## src/rtl/ovl_delta_cfg_pkg.sv

```systemverilog
// ----------------------------------------------------------------------------
// ovl_delta_cfg_pkg
// Shared definitions for the delta-checker configuration loader:
//   - cfg_state_t       : loader FSM state encoding
//   - DEF_*             : default values for the loader parameters
//   - SETTLE_CNT_W      : width of the settle-window counter (holds 1..15)
// ----------------------------------------------------------------------------
package ovl_delta_cfg_pkg;

  typedef enum logic [1:0] {
    WAIT_MIN = 2'd0,
    WAIT_MAX = 2'd1,
    SETTLE   = 2'd2
  } cfg_state_t;

  localparam int DEF_LIMIT_WIDTH   = 8;
  localparam int DEF_SETTLE_CYCLES = 2;
  localparam int DEF_CNT_WIDTH     = 16;

  localparam int SETTLE_CNT_W = 4;

endpackage

```

## src/rtl/ovl_delta_cfg_settle_ctr.sv

```systemverilog
// ----------------------------------------------------------------------------
// ovl_delta_cfg_settle_ctr
// Load / decrement down-counter that times the checker mask window after a
// configuration commit.
// Ports:
//   clk, rst   : clock, synchronous active-high reset (count -> 0)
//   load       : load load_val (has priority over dec)
//   load_val   : value loaded on load
//   dec        : decrement by one (stops at zero)
//   done       : high while the count sits at 1, i.e. the last masked cycle
// ----------------------------------------------------------------------------
module ovl_delta_cfg_settle_ctr
  import ovl_delta_cfg_pkg::*;
(
  input  logic                    clk,
  input  logic                    rst,
  input  logic                    load,
  input  logic [SETTLE_CNT_W-1:0] load_val,
  input  logic                    dec,
  output logic                    done
);

  logic [SETTLE_CNT_W-1:0] count;

  always_ff @(posedge clk) begin
    if (rst) begin
      count <= '0;
    end else if (load) begin
      count <= load_val;
    end else if (dec && (count != '0)) begin
      count <= count - SETTLE_CNT_W'(1);
    end
  end

  assign done = (count == SETTLE_CNT_W'(1));

endmodule

```

## src/rtl/ovl_delta_cfg_loader.sv

```systemverilog
// ----------------------------------------------------------------------------
// ovl_delta_cfg_loader
// Loads a (min, max) limit pair for a delta checker over a two-beat
// valid/ready stream, rejects pairs with min > max, masks the checker while
// no configuration is active or a fresh one is settling, and optionally
// counts unmasked checker fires.
//
// Build option:
//   OVL_DELTA_CFG_FIRECNT_EN  defined   -> saturating fire counter present
//                             undefined -> fire_count tied to 0, fire_in and
//                                          fire_clr ignored
//
// Parameters:
//   limit_width   : width of min/max limits
//   settle_cycles : mask length after a commit (1..15)
//   cnt_width     : width of the fire counter
//
// Ports:
//   clk, rst          : clock, synchronous active-high reset
//   cfg_valid/ready   : config beat handshake (beat 0 = min, beat 1 = max)
//   cfg_data          : config beat payload
//   min, max          : active limits driven to the checker
//   prevConfigInvalid : checker mask (unset config or settling)
//   cfg_err           : one-cycle pulse on a rejected pair
//   fire_in           : gated checker output
//   fire_clr          : clears the fire counter (priority over increment)
//   fire_count        : saturating count of unmasked fire_in cycles
// ----------------------------------------------------------------------------
module ovl_delta_cfg_loader
  import ovl_delta_cfg_pkg::*;
#(
  parameter int limit_width   = DEF_LIMIT_WIDTH,
  parameter int settle_cycles = DEF_SETTLE_CYCLES,
  parameter int cnt_width     = DEF_CNT_WIDTH
) (
  input  logic                   clk,
  input  logic                   rst,
  input  logic                   cfg_valid,
  input  logic [limit_width-1:0] cfg_data,
  output logic                   cfg_ready,
  output logic [limit_width-1:0] min,
  output logic [limit_width-1:0] max,
  output logic                   prevConfigInvalid,
  output logic                   cfg_err,
  input  logic                   fire_in,
  input  logic                   fire_clr,
  output logic [cnt_width-1:0]   fire_count
);

  localparam logic [SETTLE_CNT_W-1:0] SETTLE_INIT = SETTLE_CNT_W'(settle_cycles);

  cfg_state_t             state;
  cfg_state_t             state_nxt;
  logic                   commit;
  logic                   reject;
  logic                   settle_dec;
  logic                   settle_done;
  logic [limit_width-1:0] shadow_min;

  // FSM state register
  always_ff @(posedge clk) begin
    if (rst) begin
      state <= WAIT_MIN;
    end else begin
      state <= state_nxt;
    end
  end

  // The max beat is validated against the latched min in the cycle it is
  // accepted and written straight into max on commit, so it needs no shadow
  // copy of its own.
  always_comb begin
    state_nxt  = state;
    cfg_ready  = 1'b0;
    commit     = 1'b0;
    reject     = 1'b0;
    settle_dec = 1'b0;
    case (state)
      WAIT_MIN: begin
        cfg_ready = 1'b1;
        if (cfg_valid) begin
          state_nxt = WAIT_MAX;
        end
      end
      WAIT_MAX: begin
        cfg_ready = 1'b1;
        if (cfg_valid) begin
          if (shadow_min <= cfg_data) begin
            commit    = 1'b1;
            state_nxt = SETTLE;
          end else begin
            reject    = 1'b1;
            state_nxt = WAIT_MIN;
          end
        end
      end
      SETTLE: begin
        settle_dec = 1'b1;
        if (settle_done) begin
          state_nxt = WAIT_MIN;
        end
      end
      default: begin
        state_nxt = WAIT_MIN;
      end
    endcase
  end

  // Settle window: loaded at the commit edge, so the mask covers exactly
  // settle_cycles cycles after that edge.
  ovl_delta_cfg_settle_ctr u_settle_ctr (
    .clk      (clk),
    .rst      (rst),
    .load     (commit),
    .load_val (SETTLE_INIT),
    .dec      (settle_dec),
    .done     (settle_done)
  );

  // Limits, shadow, error pulse and mask
  always_ff @(posedge clk) begin
    if (rst) begin
      shadow_min        <= '0;
      min               <= '0;
      max               <= '0;
      cfg_err           <= 1'b0;
      prevConfigInvalid <= 1'b1;
    end else begin
      cfg_err <= reject;
      if ((state == WAIT_MIN) && cfg_valid) begin
        shadow_min <= cfg_data;
      end
      if (commit) begin
        min               <= shadow_min;
        max               <= cfg_data;
        prevConfigInvalid <= 1'b1;
      end else if ((state == SETTLE) && settle_done) begin
        prevConfigInvalid <= 1'b0;
      end
    end
  end

`ifdef OVL_DELTA_CFG_FIRECNT_EN
  function automatic logic [cnt_width-1:0] sat_inc(input logic [cnt_width-1:0] v);
    return (v == '1) ? v : (v + cnt_width'(1));
  endfunction

  logic [cnt_width-1:0] fire_cnt;

  // Clear wins over increment; fires while masked are not counted.
  always_ff @(posedge clk) begin
    if (rst || fire_clr) begin
      fire_cnt <= '0;
    end else if (fire_in && !prevConfigInvalid) begin
      fire_cnt <= sat_inc(fire_cnt);
    end
  end

  assign fire_count = fire_cnt;
`else
  logic unused_fire;
  assign unused_fire = fire_in ^ fire_clr;
  assign fire_count  = '0;
`endif

endmodule
```

## config.mk

```make
export PLATFORM = sky130hd
export DESIGN_NAME = ovl_delta_cfg_loader
export DESIGN_NICKNAME = d
export VERILOG_FILES = /design/src/rtl/ovl_delta_cfg_pkg.sv /design/src/rtl/ovl_delta_cfg_settle_ctr.sv /design/src/rtl/ovl_delta_cfg_loader.sv
export SDC_FILE = /design/constraint.sdc
export NUM_CORES = 1
export LEC_CHECK = 0
export ABC_CLOCK_PERIOD_IN_PS = 2400
export BUFFER_PORTS_ARGS = -buffer_cell sky130_fd_sc_hd__buf_2
export CAP_MARGIN = 15
export CORE_MARGIN = 4
export CORE_UTILIZATION = 51
export CTS_BUF_LIST = sky130_fd_sc_hd__clkbuf_16
export DETAILED_ROUTE_END_ITERATION = 7
export GPL_ROUTABILITY_DRIVEN = 0
export PLACE_DENSITY = 0.78
export SETUP_SLACK_MARGIN = 0.1
export SYNTH_ARGS = -nofsm -noshare
export SYNTH_HDL_FRONTEND = slang
export SYNTH_SLANG_ARGS = --single-unit
```

## constraint.sdc

```tcl
create_clock -name clk -period 2.4 [get_ports clk]
set_input_delay 0.12 -clock clk [delete_from_list [all_inputs] [get_ports clk]]
set_output_delay 0.12 -clock clk [all_outputs]
set_load 0.01 [all_outputs]
```

* After elaboration in Yosys (flattened, before gate mapping)
Index checks and enable logic that the tools add are counted.
** Word-level totals
- Input bits :: 13
- Register bits :: 32
- Logic and storage cells :: 41
- Output and inout bits :: 35
** Cells by class
- Add/sub/neg operators :: 1
- Reduce and logical (&&, ||, !) cells :: 10
- Bitwise gates (word level) :: 2
- Mux-type cells :: 13
- Equal/unequal tests :: 6
- Magnitude comparators :: 1
** Operators by type and width (count)
- $mux 2 :: 6
- $le 8x8->1 :: 1
- $mux 1 :: 6
- $ne 2x2->1 const B :: 3
- $pmux 2 s3 :: 1
- $eq 4x1->1 const B :: 1
- $reduce_bool 4->1 :: 1
- $reduce_or 2->1 :: 2
- $sub 4x1->4 const B :: 1
- $logic_and 1x1->1 :: 3
- $reduce_and 3->1 :: 1
- $reduce_or 3->1 :: 1
- $eq 2x1->1 const B :: 1
- $eq 2x2->1 const B :: 1
- $logic_not 2->1 :: 1
- $not 1->1 :: 2
- $reduce_bool 2->1 :: 1

* Depth between registers and ports, before layout
- Word-level depth :: 5
- Gate-level depth with buffers :: 8
- Gate-level depth less buffers :: 7

* Hierarchy
Synthesis repeated with hierarchy kept, for this count alone.
** Unflattened totals
- Cell total of the unflattened synthesis :: 193
- Area, all modules :: 1784.2 um^2
** Modules (own cells, without submodules)
- ovl_delta_cfg_loader :: area an instance 1497.7 um^2, instances 1, cells an instance 160, sequential area each 560.5 um^2
- ovl_delta_cfg_settle_ctr :: area an instance 286.5 um^2, instances 1, cells an instance 33, sequential area each 80.1 um^2

* Worst setup path before layout
No wires, ideal clock.
- Kind :: reg-to-reg
- From :: register shadow_min[1]
- To :: register max[0]
- Arrival :: 1.605 ns
- Path buffers :: 1
- Stages on the path, launching flop included :: 8
- Data required time :: 2.328 ns
- Setup slack :: 0.724 ns
- Cell sequence :: dfxtp_1 -> ha_1 -> nor2b_1 -> o211ai_1 -> a21oi_2 -> a211oi_4 -> buf_6 -> mux2i_1
** Between the ends
- Word-level cells in the longest chain between the ends :: 4
** RTL lines
- start, declared :: RTL line ovl_delta_cfg_loader.sv:58 : logic [limit_width-1:0] shadow_min;
- start signal, assigned :: RTL line ovl_delta_cfg_loader.sv:131 : shadow_min <= cfg_data;
- $le 8x8->1 :: RTL line ovl_delta_cfg_loader.sv:88 : if (shadow_min <= cfg_data) begin
- $mux 1 :: RTL line ovl_delta_cfg_loader.sv:88
- $mux 1 :: RTL line ovl_delta_cfg_loader.sv:87 : if (cfg_valid) begin
- $mux 1 :: RTL line ovl_delta_cfg_loader.sv:78 : case (state)
- end signal, assigned :: RTL line ovl_delta_cfg_loader.sv:135 : max <= cfg_data;
- end, declared :: RTL line ovl_delta_cfg_loader.sv:42 : output logic [limit_width-1:0] max,
No other way between the ends.
A chain may end at the register's enable or synchronous reset.

* Worst setup path after layout
- From :: register shadow_min[7]
- To :: register prevConfigInvalid
** Between the ends
- Word-level cells in the longest chain between the ends :: 5
** RTL lines
- $le 8x8->1 :: RTL line ovl_delta_cfg_loader.sv:88
- $mux 1 :: RTL line ovl_delta_cfg_loader.sv:88
- $mux 1 :: RTL line ovl_delta_cfg_loader.sv:87
- $mux 1 :: RTL line ovl_delta_cfg_loader.sv:78
- $reduce_or 2->1 (no line)
- end signal, assigned :: RTL line ovl_delta_cfg_loader.sv:127 : prevConfigInvalid <= 1'b1;
- end signal, assigned :: RTL line ovl_delta_cfg_loader.sv:136 : prevConfigInvalid <= 1'b1;
- end signal, assigned :: RTL line ovl_delta_cfg_loader.sv:138 : prevConfigInvalid <= 1'b0;
- end, declared :: RTL line ovl_delta_cfg_loader.sv:43 : output logic prevConfigInvalid,
No other way between the ends.

==> qor.txt <==
core area: 0.00313 mm^2
worst rel slew slack: 59.1%
area grow syn2layout: 14.5%
hold buffer count at cts: 0
router iterations before antenna repair: 3
via/cell ratio: 4.67
Post-Place Cell Area: 0.00181 mm^2
Root Buffer: clkbuf_16
total CTS buffers: 5
Total Routing Usage GR: 14.4%
FF+latch count, synth: 32
Leak Pwr: 0.872 nW
final instance area: 0.00194 mm^2
largest net degree at the start of global routing: 49
PostCTS Resize Cnt: 0
Worst Path Max Fanout: 15
HP Class: in -> reg
Syn. warnings: 0
number of synthesized flops with an enable pin: 0
Die Y-Extent: 65.7 um
PnR Total Power: 1.34 mW
post-synthesis sequential area ratio: 37.8%
n_diodes: 0
Post-DP HPWL: 1980 um
I/O Buffers: 29
share of layout cells above drive strength 1: 19.3%
CTS tree: done
crit share post-route: 77.6%
crit start category: register
Mapped Cells: 182
# rows: 20
layout filler cell count: 280
pins over their slew limit: 0
hold slack: 0.111 ns
fmax: 0.537 GHz
grt ovf: 0
via count: 1195
DRC violations left: 0
Final #Nets: 235
top_reg_cell synth: dfxtp_1
worst-margin pin slew: 0.614 ns
Arr. time, crit path: 2.01 ns
Die Wd: 65.7 um
setup_tns: 0 ns
first-pass GRT wire length: 4750 um
worst vdd ir: 0.473 mV
final setup violation count: 0
R2R depth: 7
Worst-path clk slew: 0.05 ns
DR iter-0 viols: 30
CP endpoint kind: register
initial antenna violation count: 0
critical path class: reg -> reg
Setup Skew: 0.00461 ns
routed len/inst: 10.6 um
Synth cell types: 28
post-CTS setup buffer count: 0
Async SR Flop Fraction: 0%
via count of the first global-routing pass: 1099
final WL: 2720 um
RSZ-0062 raised after global routing: no
CTS HTree Levels: 2
Final Hold Viols: 0
status: complete, no violations
Routed Antenna Nets: 0
initial core utilization: 54.2%
Tmin final: 1.86 ns
hold path cells: 3
mean post-synth cell area: 9.32 um^2
Die ar.: 0.00431 mm^2
num ports: 48
Max-Cap Viols: 0
WP data required: 2.55 ns
CTS max path bufs: 2
P per Cell Area: 688 mW/mm^2
clk sinks: 32
Synth Cell Area: 0.00170 mm^2
Worst-Skew Late Latency: 0.27 ns
## synthesized netlist by cell type, types with 2 or more instances
cell	number	area (um^2)
buf_4	16	120
a21oi_1	8	40.0
xnor2_1	2	17.5
nand2_1	4	15.0
o21ba_1	2	20.0
clkbuf_1	5	18.8
dfxtp_1	32	641
mux2i_1	23	230
nand2b_1	34	213
xor2_1	2	17.5
buf_6	2	22.5
nor3_1	6	30.0
nor2_1	11	41.3
nand4_1	2	12.5
ha_1	10	125
inv_1	11	41.3
## cell type report
type / instances / area [um^2] / share of cell area [%]
clock inverters: 2 / 8.76 / 0.451
multi-input cells: 130 / 905 / 46.6
well taps: 44 / 55.1 / 2.83
flip-flops and latches: 32 / 641 / 33.0
repair buffers: 32 / 168 / 8.63
inverters: 11 / 41.3 / 2.12
clock buffers: 5 / 125 / 6.44
## sequential cells by signal (all words and copies together) (netlist names)
register and count:
max 8, min 8, shadow_min 8, u_settle_ctr.count 4, state 2, cfg_err 1
prevConfigInvalid 1
## metrics by stage
| stage | std cells | utilization (%) | worst slack [ns] |
|---|---|---|---|
| finish | 256 | 62.1 | 0.539 |
| floorplan | 197 | - | 0.724 |
| detailed placement | 249 | 57.8 | 0.547 |
| global route | 256 | 62.1 | 0.429 |
| CTS | 256 | 62.1 | 0.536 |
| global placement | 249 | 57.8 | 0.573 |
## cells by family after synthesis
group / share of synthesized area [%]
mux: 13.6
other cells: 0.221
buf+inv: 12.2
compound gates: 6.27
flops: 37.8
fa+ha+maj: 7.37
xor+xnor: 2.07
simple gates: 20.5
## placed cells by master (no fill, tap or decap), types with 3 or more instances in the layout
master and count:
conb_1 16, mux2i_1 23, buf_4 3, dfxtp_1 32, nand2_1 4, a21oi_1 8
nand2b_1 34, nor2_1 11, nor3_1 6, clkbuf_16 5, buf_2 29, inv_1 12
ha_1 10
## metal layers
metal	track usage, %	vias up	part of all wire, %
li1	-	621	-
met1	17.3	534	45
met2	22.5	33	46
met3	4.27	7	6.8
met4	8.55	0	2.5
met5	0	-	0
## report_power, final
part | switching (mW) | internal (mW)
combinational | 0.101 | 0.0826
clock | 0.206 | 0.371
sequential | 0.0170 | 0.559
## critical path, stage by stage, from the launching register on
cell and delay [ns]:
dfxtp_1 0.32, ha_1 0.32, nand4_1 0.10, nand2b_1 0.17, a21oi_2 0.18, a211oi_4 0.06
buf_4 0.22, or3b_1 0.35
## path summary, 6_finish.rpt
check                 from                 to  slack [ns]
min            cfg_data[0]      shadow_min[0]        0.11
min reg2reg         max[0]             max[0]        0.47
max reg2reg  shadow_min[7]  prevConfigInvalid        0.54
max          shadow_min[7]  prevConfigInvalid        0.54
No activity file was read; power rests on OpenSTA's default activity.
